<file path="src/rtl/addsub_serial_n_if.sv">
// rtl/addsub_serial_n_if.sv - operand/result handshake bundle for the serial add/sub unit
interface addsub_serial_n_if #(
    parameter int WIDTH = 16
);
    logic             in_valid;
    logic             in_ready;
    logic [WIDTH-1:0] a;
    logic [WIDTH-1:0] b;
    logic             op;
    logic             sat;
    logic             out_valid;
    logic             out_ready;
    logic [WIDTH-1:0] result;
    logic             cout;
    logic             overflow;

    modport master (
        output in_valid, a, b, op, sat, out_ready,
        input  in_ready, out_valid, result, cout, overflow
    );

    modport slave (
        input  in_valid, a, b, op, sat, out_ready,
        output in_ready, out_valid, result, cout, overflow
    );
endinterface

</file>
<file path="src/rtl/addsub_serial_n.sv">
// rtl/addsub_serial_n.sv - chunk-serial adder/subtractor with optional signed saturation
module addsub_serial_n #(
    parameter int WIDTH = 16,
    parameter int CHUNK = 4
) (
    input  logic               clk,
    input  logic               rst_n,
    addsub_serial_n_if.slave   bus
);
    localparam int NCH = WIDTH / CHUNK;
    localparam int CW  = (NCH > 1) ? $clog2(NCH) : 1;
    localparam logic [WIDTH-1:0] CMASK   = WIDTH'({CHUNK{1'b1}});
    localparam logic [WIDTH-1:0] SAT_POS = {1'b0, {(WIDTH-1){1'b1}}};
    localparam logic [WIDTH-1:0] SAT_NEG = {1'b1, {(WIDTH-1){1'b0}}};

    typedef enum logic [1:0] {IDLE, BUSY, DONE} state_t;

    state_t           state_q;
    state_t           state_d;
    logic [WIDTH-1:0] a_q;
    logic [WIDTH-1:0] b_q;
    logic [WIDTH-1:0] result_q;
    logic             sat_q;
    logic             carry_q;
    logic             cout_q;
    logic             ovf_q;
    logic [CW-1:0]    cnt_q;

    logic             last;
    logic [31:0]      shamt;
    logic [WIDTH-1:0] a_sh;
    logic [WIDTH-1:0] b_sh;
    logic [CHUNK:0]   sum;
    logic             msb_cin;
    logic             ovf_raw;
    logic [WIDTH-1:0] merged;

    assign last = (cnt_q == CW'(NCH - 1));

    // One CHUNK+1 bit adder slice; the chunk is selected by shifting the latched operands.
    always_comb begin
        shamt   = 32'(cnt_q) * 32'(CHUNK);
        a_sh    = a_q >> shamt;
        b_sh    = b_q >> shamt;
        sum     = {1'b0, a_sh[CHUNK-1:0]} + {1'b0, b_sh[CHUNK-1:0]} + {{CHUNK{1'b0}}, carry_q};
        msb_cin = sum[CHUNK-1] ^ a_sh[CHUNK-1] ^ b_sh[CHUNK-1];
        ovf_raw = msb_cin ^ sum[CHUNK];
        merged  = (result_q & ~(CMASK << shamt)) | (WIDTH'(sum[CHUNK-1:0]) << shamt);
    end

    always_ff @(posedge clk) begin
        if (!rst_n) begin
            state_q <= IDLE;
        end else begin
            state_q <= state_d;
        end
    end

    always_comb begin
        state_d = state_q;
        case (state_q)
            IDLE:    if (bus.in_valid) state_d = BUSY;
            BUSY:    if (last) state_d = DONE;
            DONE:    if (bus.out_ready) state_d = IDLE;
            default: state_d = IDLE;
        endcase
    end

    always_comb begin
        bus.in_ready  = (state_q == IDLE);
        bus.out_valid = (state_q == DONE);
    end

    // Subtraction is a + ~b + 1: the +1 enters as the initial carry.
    always_ff @(posedge clk) begin
        if (!rst_n) begin
            a_q      <= '0;
            b_q      <= '0;
            sat_q    <= 1'b0;
            carry_q  <= 1'b0;
            cnt_q    <= '0;
            result_q <= '0;
            cout_q   <= 1'b0;
            ovf_q    <= 1'b0;
        end else begin
            case (state_q)
                IDLE: begin
                    if (bus.in_valid) begin
                        a_q     <= bus.a;
                        b_q     <= bus.op ? ~bus.b : bus.b;
                        sat_q   <= bus.sat;
                        carry_q <= bus.op;
                        cnt_q   <= '0;
                    end
                end
                BUSY: begin
                    result_q <= merged;
                    carry_q  <= sum[CHUNK];
                    cnt_q    <= cnt_q + CW'(1);
                    if (last) begin
                        cout_q <= sum[CHUNK];
                        ovf_q  <= ovf_raw;
                        if (sat_q && ovf_raw) begin
                            result_q <= a_q[WIDTH-1] ? SAT_NEG : SAT_POS;
                        end
                    end
                end
                default: ;
            endcase
        end
    end

    assign bus.result   = result_q;
    assign bus.cout     = cout_q;
    assign bus.overflow = ovf_q;
endmodule

</file>
<file path="src/flat_wrapper.sv">
// flat-port wrapper written by rule: the top's interface ports become plain ports
module addsub_serial_n_flat 
#(
    parameter int WIDTH = 16,
    parameter int CHUNK = 4
)
  (clk, rst_n, bus_in_valid, bus_a, bus_b, bus_op, bus_sat, bus_out_ready, bus_in_ready, bus_out_valid, bus_result, bus_cout, bus_overflow);
  addsub_serial_n_if #(.WIDTH(WIDTH)) bus_i ();
  input  logic clk;
  input  logic rst_n;
  input wire logic [$bits(bus_i.in_valid)-1:0] bus_in_valid;
  input wire logic [$bits(bus_i.a)-1:0] bus_a;
  input wire logic [$bits(bus_i.b)-1:0] bus_b;
  input wire logic [$bits(bus_i.op)-1:0] bus_op;
  input wire logic [$bits(bus_i.sat)-1:0] bus_sat;
  input wire logic [$bits(bus_i.out_ready)-1:0] bus_out_ready;
  output wire logic [$bits(bus_i.in_ready)-1:0] bus_in_ready;
  output wire logic [$bits(bus_i.out_valid)-1:0] bus_out_valid;
  output wire logic [$bits(bus_i.result)-1:0] bus_result;
  output wire logic [$bits(bus_i.cout)-1:0] bus_cout;
  output wire logic [$bits(bus_i.overflow)-1:0] bus_overflow;
  assign bus_i.in_valid = bus_in_valid;
  assign bus_i.a = bus_a;
  assign bus_i.b = bus_b;
  assign bus_i.op = bus_op;
  assign bus_i.sat = bus_sat;
  assign bus_i.out_ready = bus_out_ready;
  assign bus_in_ready = bus_i.in_ready;
  assign bus_out_valid = bus_i.out_valid;
  assign bus_result = bus_i.result;
  assign bus_cout = bus_i.cout;
  assign bus_overflow = bus_i.overflow;
  addsub_serial_n #(.WIDTH(WIDTH), .CHUNK(CHUNK)) u_core (.clk(clk), .rst_n(rst_n), .bus(bus_i));
endmodule
</file>
<file path="config.mk">
export PLATFORM = sky130hd
export DESIGN_NAME = addsub_serial_n_flat
export DESIGN_NICKNAME = d
export VERILOG_FILES = /design/src/rtl/addsub_serial_n_if.sv /design/src/rtl/addsub_serial_n.sv /design/src/flat_wrapper.sv
export SDC_FILE = /design/constraint.sdc
export NUM_CORES = 1
export LEC_CHECK = 0
export CORE_ASPECT_RATIO = 1.4
export CORE_MARGIN = 10
export CORE_UTILIZATION = 35
export CTS_CLUSTER_SIZE = 28
export DETAILED_ROUTE_END_ITERATION = 10
export PLACE_DENSITY = 0.68
export SLEW_MARGIN = 20
export SYNTH_ARGS = -nofsm -noshare
export SYNTH_HDL_FRONTEND = slang
export SYNTH_SLANG_ARGS = --single-unit
</file>
<file path="constraint.sdc">
create_clock -name clk -period 3.72 [get_ports clk]
set_input_delay 0.744 -clock clk [delete_from_list [all_inputs] [get_ports clk]]
set_output_delay 0.744 -clock clk [all_outputs]
set_load 0.02 [all_outputs]
</file>
==> impl_metrics.ini, run 1 <==
[timing]
rsz0062_at_grt = no
slew_headroom_pct = 41.0
fin_hold_ws_ps = 455
fin_ws_ps = 367
fmax_mhz = 298
worst_pin_slew_ps = 883
finalCritPeriodShare_pct = 90.1
setup_viol = 0
period_needed_ps = 3350
fin_worst_skew_ps = 11.2
fin_setup_tns_ps = 0
drv_slew = 0
hold_viol = 0

[cells_and_area]
final_common_cell = clkdlybuf4s50_1
nNetsFinal = 425
nFillCells = 801
drive_above_1_share_pct = 6.86
area_growth_pct = 28.7
final_cell_mix = 57 x clkdlybuf4s50_1, 56 x dfxtp_1, 46 x nand2_1
diodes = 0

[floorplan]
dieArea_um2 = 12300
rows = 39
coreArea_um2 = 8050
fp.dieW_um = 96.5
start_util_pct = 35.6
die_h_um = 127
io_pins = 58

[critical_path]
cp.required_ps = 3920
worst-setup-path-type = reg2reg
endpoint_kind = flop
arrival_ps = 3550
cp_max_fo = 13
start_kind = flop

[clock_tree]
post_cts_resized = 0
cts_tree = built
cts-htree-levels = 2
cts.sinks = 56
cts.clk_slew.worst_paths_ps = 70
clk-insertion-delay-late_ps = 290
post_cts_buffers = 0
ctsHoldBuffers = 0
cts_buffer_depth = 2
cts_buffers = 5
root_buffer = clkbuf_16

[routing]
wire_per_inst_um = 15.0
vias = 2462
drc = 0
wl_um = 7240
first_pass_iters = 4
first_iter_violations = 110
vias_per_cell = 5.12
detail-route-antenna-nets = 0

[placed_design]
place.gp.congestion = 0.868
dp_slack_ps = 133
port-buffer-count = 57
dpl.hpwl_um = 5620

[yosys]
syn_avg_cell_area_um2 = 8.76
postSynthCellCount = 327
synth_seq_cells = 56
netlist_area_um2 = 2860
synth_fp_nets = 374
seq_area_frac_synth_pct = 39.1
ys_warn_count = 0
synth.distinct_cells = 41

[min_path]
hp-class = reg2reg

[run]
cap_violations = 0

[global_routing]
grt_max_degree = 50
grt_pass1_wl_um = 11900
grt_pass1_vias = 2480
gr-total-overflow = 0
antenna_found_initial = 0
gr-usage-all-layers_pct = 11.9

[status]
status = complete, no violations

[power_and_ir_drop]
ir_drop_uv = 267
p_leak_nw = 1.31
powerDensity_nw_per_um2 = 387
power_mw = 1.43
## cells in the mapped netlist
cell type / count / area share, %
dfxtp_1: 56 / 39
nand2_1: 46 / 6.0
nor2_1: 41 / 5.4
a21oi_1: 25 / 4.4
a211oi_1: 16 / 4.2
nor3_1: 16 / 2.8
xnor2_1: 16 / 4.9
clkbuf_1: 14 / 1.8
o2bb2ai_1: 12 / 3.7
inv_1: 9 / 1.2
nand3_1: 9 / 1.6
ha_1: 7 / 3.1
o21ai_0: 6 / 1.0
mux4_1: 5 / 4.6
a221oi_1: 4 / 1.2
buf_2: 4 / 0.70
a311oi_1: 3 / 0.92
and3_1: 3 / 0.66
buf_1: 3 / 0.39
mux4_2: 3 / 2.4
nor2b_1: 3 / 0.66
o21a_1: 3 / 0.79
a32o_1: 2 / 0.70
fa_1: 2 / 1.4
nand2b_1: 2 / 0.44
xor2_1: 2 / 0.61
a211oi_2: 1 / 0.44
a21o_1: 1 / 0.26
a21oi_2: 1 / 0.31
a221oi_2: 1 / 0.52
a22oi_1: 1 / 0.26
a32o_2: 1 / 0.39
a32oi_1: 1 / 0.31
and2_1: 1 / 0.22
buf_6: 1 / 0.39
nand4_1: 1 / 0.22
o211ai_2: 1 / 0.44
o22ai_1: 1 / 0.22
o31ai_1: 1 / 0.26
or3b_4: 1 / 0.39
xnor3_1: 1 / 0.79
## worst paths after layout
check	endpoint	cells past startpoint	slack [ps]	startpoint
hold reg to reg	u_core.a_q[12]$_SDFFE_PN0P_	2	460	u_core.a_q[12]$_SDFFE_PN0P_
setup reg to reg	u_core.bus.result[14]$_SDFFE_PN0P_	10	370	u_core.cnt_q[0]$_SDFFE_PN0P_
hold / removal	u_core.a_q[12]$_SDFFE_PN0P_	2	460	u_core.a_q[12]$_SDFFE_PN0P_
setup / recovery	u_core.bus.result[14]$_SDFFE_PN0P_	10	370	u_core.cnt_q[0]$_SDFFE_PN0P_
## area by class of cell
class | instances | area, um2 | area share [%]
timing repair buffer | 66 | 638 | 17.3
inverter | 9 | 33.8 | 0.916
clock inverter | 2 | 17.5 | 0.475
sequential | 56 | 1120 | 30.4
clock buffer | 6 | 129 | 3.50
multi-input combinational | 240 | 1620 | 43.9
tap | 102 | 128 | 3.46
## routing by layer
| metal | wire length, um | GRT usage [%] | vias up |
|---|---|---|---|
| met5 | 0 | 0 | - |
| met4 | 156 | 3.52 | 0 |
| li1 | - | - | 1268 |
| met1 | 2880 | 12.9 | 1131 |
| met3 | 336 | 2.52 | 12 |
| met2 | 3870 | 22.0 | 51 |
## critical path, stage by stage, from the launching register on
cell	delay, ps
dfxtp_1	410
mux4_1	600
fa_1	440
inv_1	90
fa_1	200
nor2b_1	60
o21ai_0	230
nand3_1	190
a22oi_2	560
nor2_1	190
a221oi_1	290
## sequential cells by signal (all words and copies together), names as in the netlist, 2 cells and up
register,count
u_core.a_q,16
u_core.cnt_q,2
u_core.bus.result,16
u_core.b_q,16
u_core.state_q,2
## metrics by stage
stage / std cells / util, % / cell area (um2)
2_1_floorplan: 327 / - / 2860
3_3_place_gp: 473 / 43.9 / 3530
3_5_place_dp: 473 / 43.9 / 3530
4_1_cts: 481 / 45.7 / 3680
5_1_grt: 481 / 45.8 / 3690
6_report: 481 / 45.8 / 3690
## cell families (layout without fill, tap and decap cells)
group,Yosys count,count (layout),share of synthesized area [%]
adders and majority gates,9,9,4.46
xor gates and xnor gates,19,19,6.29
and+or+nand+nor,123,123,18.3
muxes,8,8,6.95
AOI/OAI and AO/OA,81,81,20.3
DFF,56,56,39.1
buffers and inverters,31,83,4.50
## power breakdown
group | switching, mW | internal, mW
registers | 0.0227 | 0.635
logic | 0.156 | 0.140
clock network | 0.219 | 0.255
total | 0.398 | 1.03
Note: power is estimated with default switching activity, not from simulation.
==> run 2: changes to the inputs <==
--- a/config.mk
+++ b/config.mk
@@ -11,7 +11,7 @@
 export CTS_CLUSTER_SIZE = 28
 export DETAILED_ROUTE_END_ITERATION = 10
 export PLACE_DENSITY = 0.68
-export SLEW_MARGIN = 20
+export SLEW_MARGIN = 40
 export SYNTH_ARGS = -nofsm -noshare
 export SYNTH_HDL_FRONTEND = slang
 export SYNTH_SLANG_ARGS = --single-unit
==> constraint.sdc (replaced) <==
create_clock -name clk -period 4.3 [get_ports clk]
set_input_delay 0.86 -clock clk [delete_from_list [all_inputs] [get_ports clk]]
set_output_delay 0.86 -clock clk [all_outputs]
set_load 0.02 [all_outputs]
==> run 2 against run 1 <==
Worst hold slack got worse by 1.0 ps. Non-clock buffer count is 2 lower. Critical path type unchanged. Wire length increased by 1.5%.
==> impl_metrics.ini, run 2 (synthesis gave the netlist of run 1 again) <==
[cells_and_area]
nNetsFinal = 423
drive_above_1_share_pct = 6.90
fin_util_pct = 45.5
diodes = 0
final_cell_mix = 56 x clkdlybuf4s50_1, 56 x dfxtp_1, 46 x nand2_1
final_area_um2 = 3660
area_growth_pct = 27.9

[routing]
vias_per_cell = 5.27
first_pass_iters = 4
wire_per_inst_um = 15.3
vias = 2524
drc = 0
first_iter_violations = 105
wl_um = 7350
detail-route-antenna-nets = 0

[min_path]
hp-class = reg2reg
hold_depth = 2
whs_endpoint = u_core.a_q[3]$_SDFFE_PN0P_
worstHoldStart = u_core.a_q[3]$_SDFFE_PN0P_

[power_and_ir_drop]
pwr-share-seq_pct = 46.3
p_sw_share_pct = 28.2
power_mw = 1.23
powerDensity_nw_per_um2 = 336
power_frac_clock_pct = 33.4
power.internal_mw = 0.885
pwr-share-comb_pct = 20.3
ir_drop_uv = 187
p_leak_nw = 1.31
p_sw_mw = 0.347

[floorplan]
fp.dieW_um = 96.5
dieArea_um2 = 12300
die_h_um = 127
start_util_pct = 35.6
rows = 39
io_pins = 58
coreArea_um2 = 8050

[timing]
worst_pin_slew_ps = 619
drv_slew = 0
fin_setup_tns_ps = 0
finalCritPeriodShare_pct = 89.0
fmax_mhz = 261
fin_worst_skew_ps = 4.92
period_needed_ps = 3830
fin_ws_ps = 474
setup_viol = 0
slew_headroom_pct = 58.6
hold_viol = 0
rsz0062_at_grt = no

[clock_tree]
cts_tree = built
root_buffer = clkbuf_16
clk-insertion-delay-late_ps = 300
post_cts_buffers = 0
cts.sinks = 56
cts.clk_slew.worst_paths_ps = 70
cts_buffers = 5
cts_buffer_depth = 2
ctsHoldBuffers = 0
post_cts_resized = 0
cts-htree-levels = 2

[global_routing]
grt_pass1_wl_um = 12200
grt_pass1_vias = 2511
gr-total-overflow = 0
gr-usage-all-layers_pct = 12.2
grt_max_degree = 40
antenna_found_initial = 0

[placed_design]
place.gp.congestion = 0.839
placed_cell_area_um2 = 3510
dp_slack_ps = 527
dpl.hpwl_um = 5550
port-buffer-count = 57

[critical_path]
arrival_ps = 4040
worst-setup-path-type = reg2reg
start_kind = flop
cp.required_ps = 4510
cp_max_fo = 12
r2r_cells = 9
rr_endpoint = u_core.bus.result[7]$_SDFFE_PN0P_
endpoint_kind = flop
crit_start = u_core.cnt_q[0]$_SDFFE_PN0P_
r2r_start = u_core.cnt_q[0]$_SDFFE_PN0P_
r2r_slack_ps = 470

[run]
cap_violations = 0

[status]
status = complete, no violations
-- run 2: power by group through the flow --
stage,registers (mW),logic [mW],clock network [mW]
floorplan,0.579,0.163,0
global placement,0.582,0.246,0
detailed placement,0.583,0.249,0
CTS,0.571,0.250,0.417
global route,0.575,0.276,0.441
finish,0.571,0.250,0.412
-- run 2: critical path: stages (launching register included) --
cell	delay [ps]
dfxtp_1	530
buf_4	250
mux4_1	600
ha_1	330
and3_1	180
o21ai_0	480
a21oi_1	130
o22ai_1	480
nand3_1	480
o2bb2ai_1	280
-- run 2: metal layers --
layer | vias up | GRT usage (%) | part of all wire, %
li1 | 1263 | - | -
met1 | 1176 | 12.7 | 40
met2 | 67 | 22.0 | 52
met3 | 18 | 2.52 | 5.4
met4 | 0 | 5.92 | 3.0
met5 | - | 0 | 0
-- run 2: cell type report --
class	instances	area (um2)
inverters	9	33.8
fillers	820	4390
clock buffers	5	125
clock inverters	3	22.5
flip-flops and latches	56	1120
repair buffers	64	618
well taps	102	128
multi-input cells	240	1620
-- run 2: worst max-delay path by stage --
| stage | end | cells past startpoint |
|---|---|---|
| 2_1_floorplan | u_core.bus.result[10]$_SDFFE_PN0P_ | 11 |
| 3_3_place_gp | u_core.bus.result[14]$_SDFFE_PN0P_ | 9 |
| 3_5_place_dp | u_core.bus.result[7]$_SDFFE_PN0P_ | 9 |
| 4_1_cts | u_core.bus.result[7]$_SDFFE_PN0P_ | 9 |
| 5_1_grt | u_core.bus.result[7]$_SDFFE_PN0P_ | 9 |
| 6_report | u_core.bus.result[7]$_SDFFE_PN0P_ | 9 |
-- run 2: per-stage QoR --
stage / cells / hold WS, ps
2_1_floorplan: 327 / 432
3_3_place_gp: 470 / 441
3_5_place_dp: 471 / 446
4_1_cts: 479 / 456
5_1_grt: 479 / 478
6_report: 479 / 454
==> run 3: changes to the inputs <==
--- a/config.mk
+++ b/config.mk
@@ -11,7 +11,7 @@
 export CTS_CLUSTER_SIZE = 28
 export DETAILED_ROUTE_END_ITERATION = 10
 export PLACE_DENSITY = 0.68
-export SLEW_MARGIN = 40
+export SKIP_LAST_GASP = 1
 export SYNTH_ARGS = -nofsm -noshare
 export SYNTH_HDL_FRONTEND = slang
 export SYNTH_SLANG_ARGS = --single-unit
==> run 3 against run 2 <==
Sequential share of layout area about the same. Utilization about the same. Worst hold slack gained 0.52 ps. Count of clock-buffer cells in the layout is the same. Largest cell class unchanged. Critical endpoint is now u_core.bus.result[13]$_SDFFE_PN0P_.
==> impl_metrics.ini, run 3 (synthesis gave the netlist of run 1 again) <==
[timing]
worst_pin_slew_ps = 984
setup_viol = 0
fin_worst_skew_ps = 5.99
rsz0062_at_grt = no
hold_viol = 0
fin_ws_ps = 352
fin_hold_ws_ps = 455
fmax_mhz = 253
slew_headroom_pct = 34.4
drv_slew = 0
fin_setup_tns_ps = 0
period_needed_ps = 3950
finalCritPeriodShare_pct = 91.8

[floorplan]
dieArea_um2 = 12300
die_h_um = 127
rows = 39
fp.dieW_um = 96.5
io_pins = 58
coreArea_um2 = 8050
start_util_pct = 35.6

[routing]
detail-route-antenna-nets = 0
wl_met2_um = 3770
drc = 0
top_layer = met4
first_pass_iters = 4
wl_um = 7140
wl_met1_um = 2900
wl_met3_um = 290
wire_per_inst_um = 14.9
first_iter_violations = 123
vias = 2479
vias_per_cell = 5.19

[clock_tree]
ctsHoldBuffers = 0
cts.clk_slew.worst_paths_ps = 70
cts_tree = built
cts_buffers = 5
post_cts_resized = 0
clk-insertion-delay-late_ps = 300
post_cts_buffers = 0
root_buffer = clkbuf_16
cts-htree-levels = 2
cts.sinks = 56
cts_buffer_depth = 2

[cells_and_area]
drive_above_1_share_pct = 6.12
nNetsFinal = 422
final_common_cell = clkdlybuf4s50_1
diodes = 0
final_area_um2 = 3660
final_cell_mix = 57 x clkdlybuf4s50_1, 56 x dfxtp_1, 46 x nand2_1
area_growth_pct = 27.8

[power_and_ir_drop]
ir_drop_uv = 187
p_leak_nw = 1.30
power_mw = 1.23
powerDensity_nw_per_um2 = 336

[min_path]
worstHoldStart = u_core.a_q[10]$_SDFFE_PN0P_
hold_depth = 2
whs_endpoint = u_core.a_q[10]$_SDFFE_PN0P_
hp-class = reg2reg

[placed_design]
port-buffer-count = 57
place.gp.congestion = 0.839
dp_slack_ps = 432
dpl.hpwl_um = 5510
placed_cell_area_um2 = 3510

[global_routing]
antenna_found_initial = 0
gr-usage-all-layers_pct = 12.1
grt_pass1_wl_um = 12000
grt_pass1_vias = 2527
gr-total-overflow = 0
grt_max_degree = 40

[critical_path]
start_kind = flop
arrival_ps = 4140
cp.required_ps = 4500
worst-setup-path-type = reg2reg
critPathMaxStageDelay_ps = 790
r2r_slack_ps = 350
crit_start = u_core.cnt_q[0]$_SDFFE_PN0P_
r2r_cells = 9
cp_max_fo = 13
cp_cell_sequence = buf_4, mux4_1, ha_1, and3_1, o21ai_0, nand3_1, a22oi_1, nor2_1, a221oi_1
endpoint_kind = flop
r2r_start = u_core.cnt_q[0]$_SDFFE_PN0P_
cp.buffers_inverters = 1
crit_slowest_cell = a22oi_1
path_depth = 9
cp_top_family = compound AO/OA/AOI/OAI gates
rr_endpoint = u_core.bus.result[13]$_SDFFE_PN0P_

[run]
cap_violations = 0

[status]
status = complete, no violations
## run 3: changes by cell type in the layout (fill, tap and decap cells not counted)
cell,delta
clkdlybuf4s50_1,+1
buf_2,-1
and2_2,-1
buf_4,-1
and2_1,+1
## run 3: worst reg2reg max path, stage by stage, from the launching register on
cell	delay [ps]
dfxtp_1	520
buf_4	240
mux4_1	610
ha_1	330
and3_1	180
o21ai_0	470
nand3_1	170
a22oi_1	800
nor2_1	200
a221oi_1	330
## run 3: worst max-delay path by stage
stage	to	slack, ps
after floorplan	u_core.bus.result[10]$_SDFFE_PN0P_	1110
after global placement	u_core.bus.result[14]$_SDFFE_PN0P_	590
after detailed placement	u_core.bus.result[13]$_SDFFE_PN0P_	430
after CTS	u_core.bus.result[13]$_SDFFE_PN0P_	420
after global routing	u_core.bus.result[13]$_SDFFE_PN0P_	60
final	u_core.bus.result[13]$_SDFFE_PN0P_	350
## run 3: area by class of cell
class	count	area, um2
clock buffers	5	125
clock inverters	3	22.5
fillers	822	4390
inverters	9	33.8
multi-input cells	240	1610
flip-flops and latches	56	1120
well taps	102	128
repair buffers	63	616
## run 3: power breakdown
group	internal [mW]	switching, mW
combinational	0.118	0.132
clock	0.218	0.190
sequential	0.550	0.0208
total	0.886	0.343
## run 3: stage by stage
| step | instances | utilization, % |
|---|---|---|
| after floorplan | 327 | - |
| after global placement | 470 | 43.6 |
| after detailed placement | 470 | 43.6 |
| after CTS | 478 | 45.5 |
| after global routing | 478 | 45.5 |
| final | 478 | 45.5 |
## run 3: layer usage
layer / track usage, % / vias up
met5: 0 / -
met4: 5.40 / 0
met3: 1.99 / 14
met2: 22.2 / 57
met1: 12.8 / 1149
li1: - / 1259
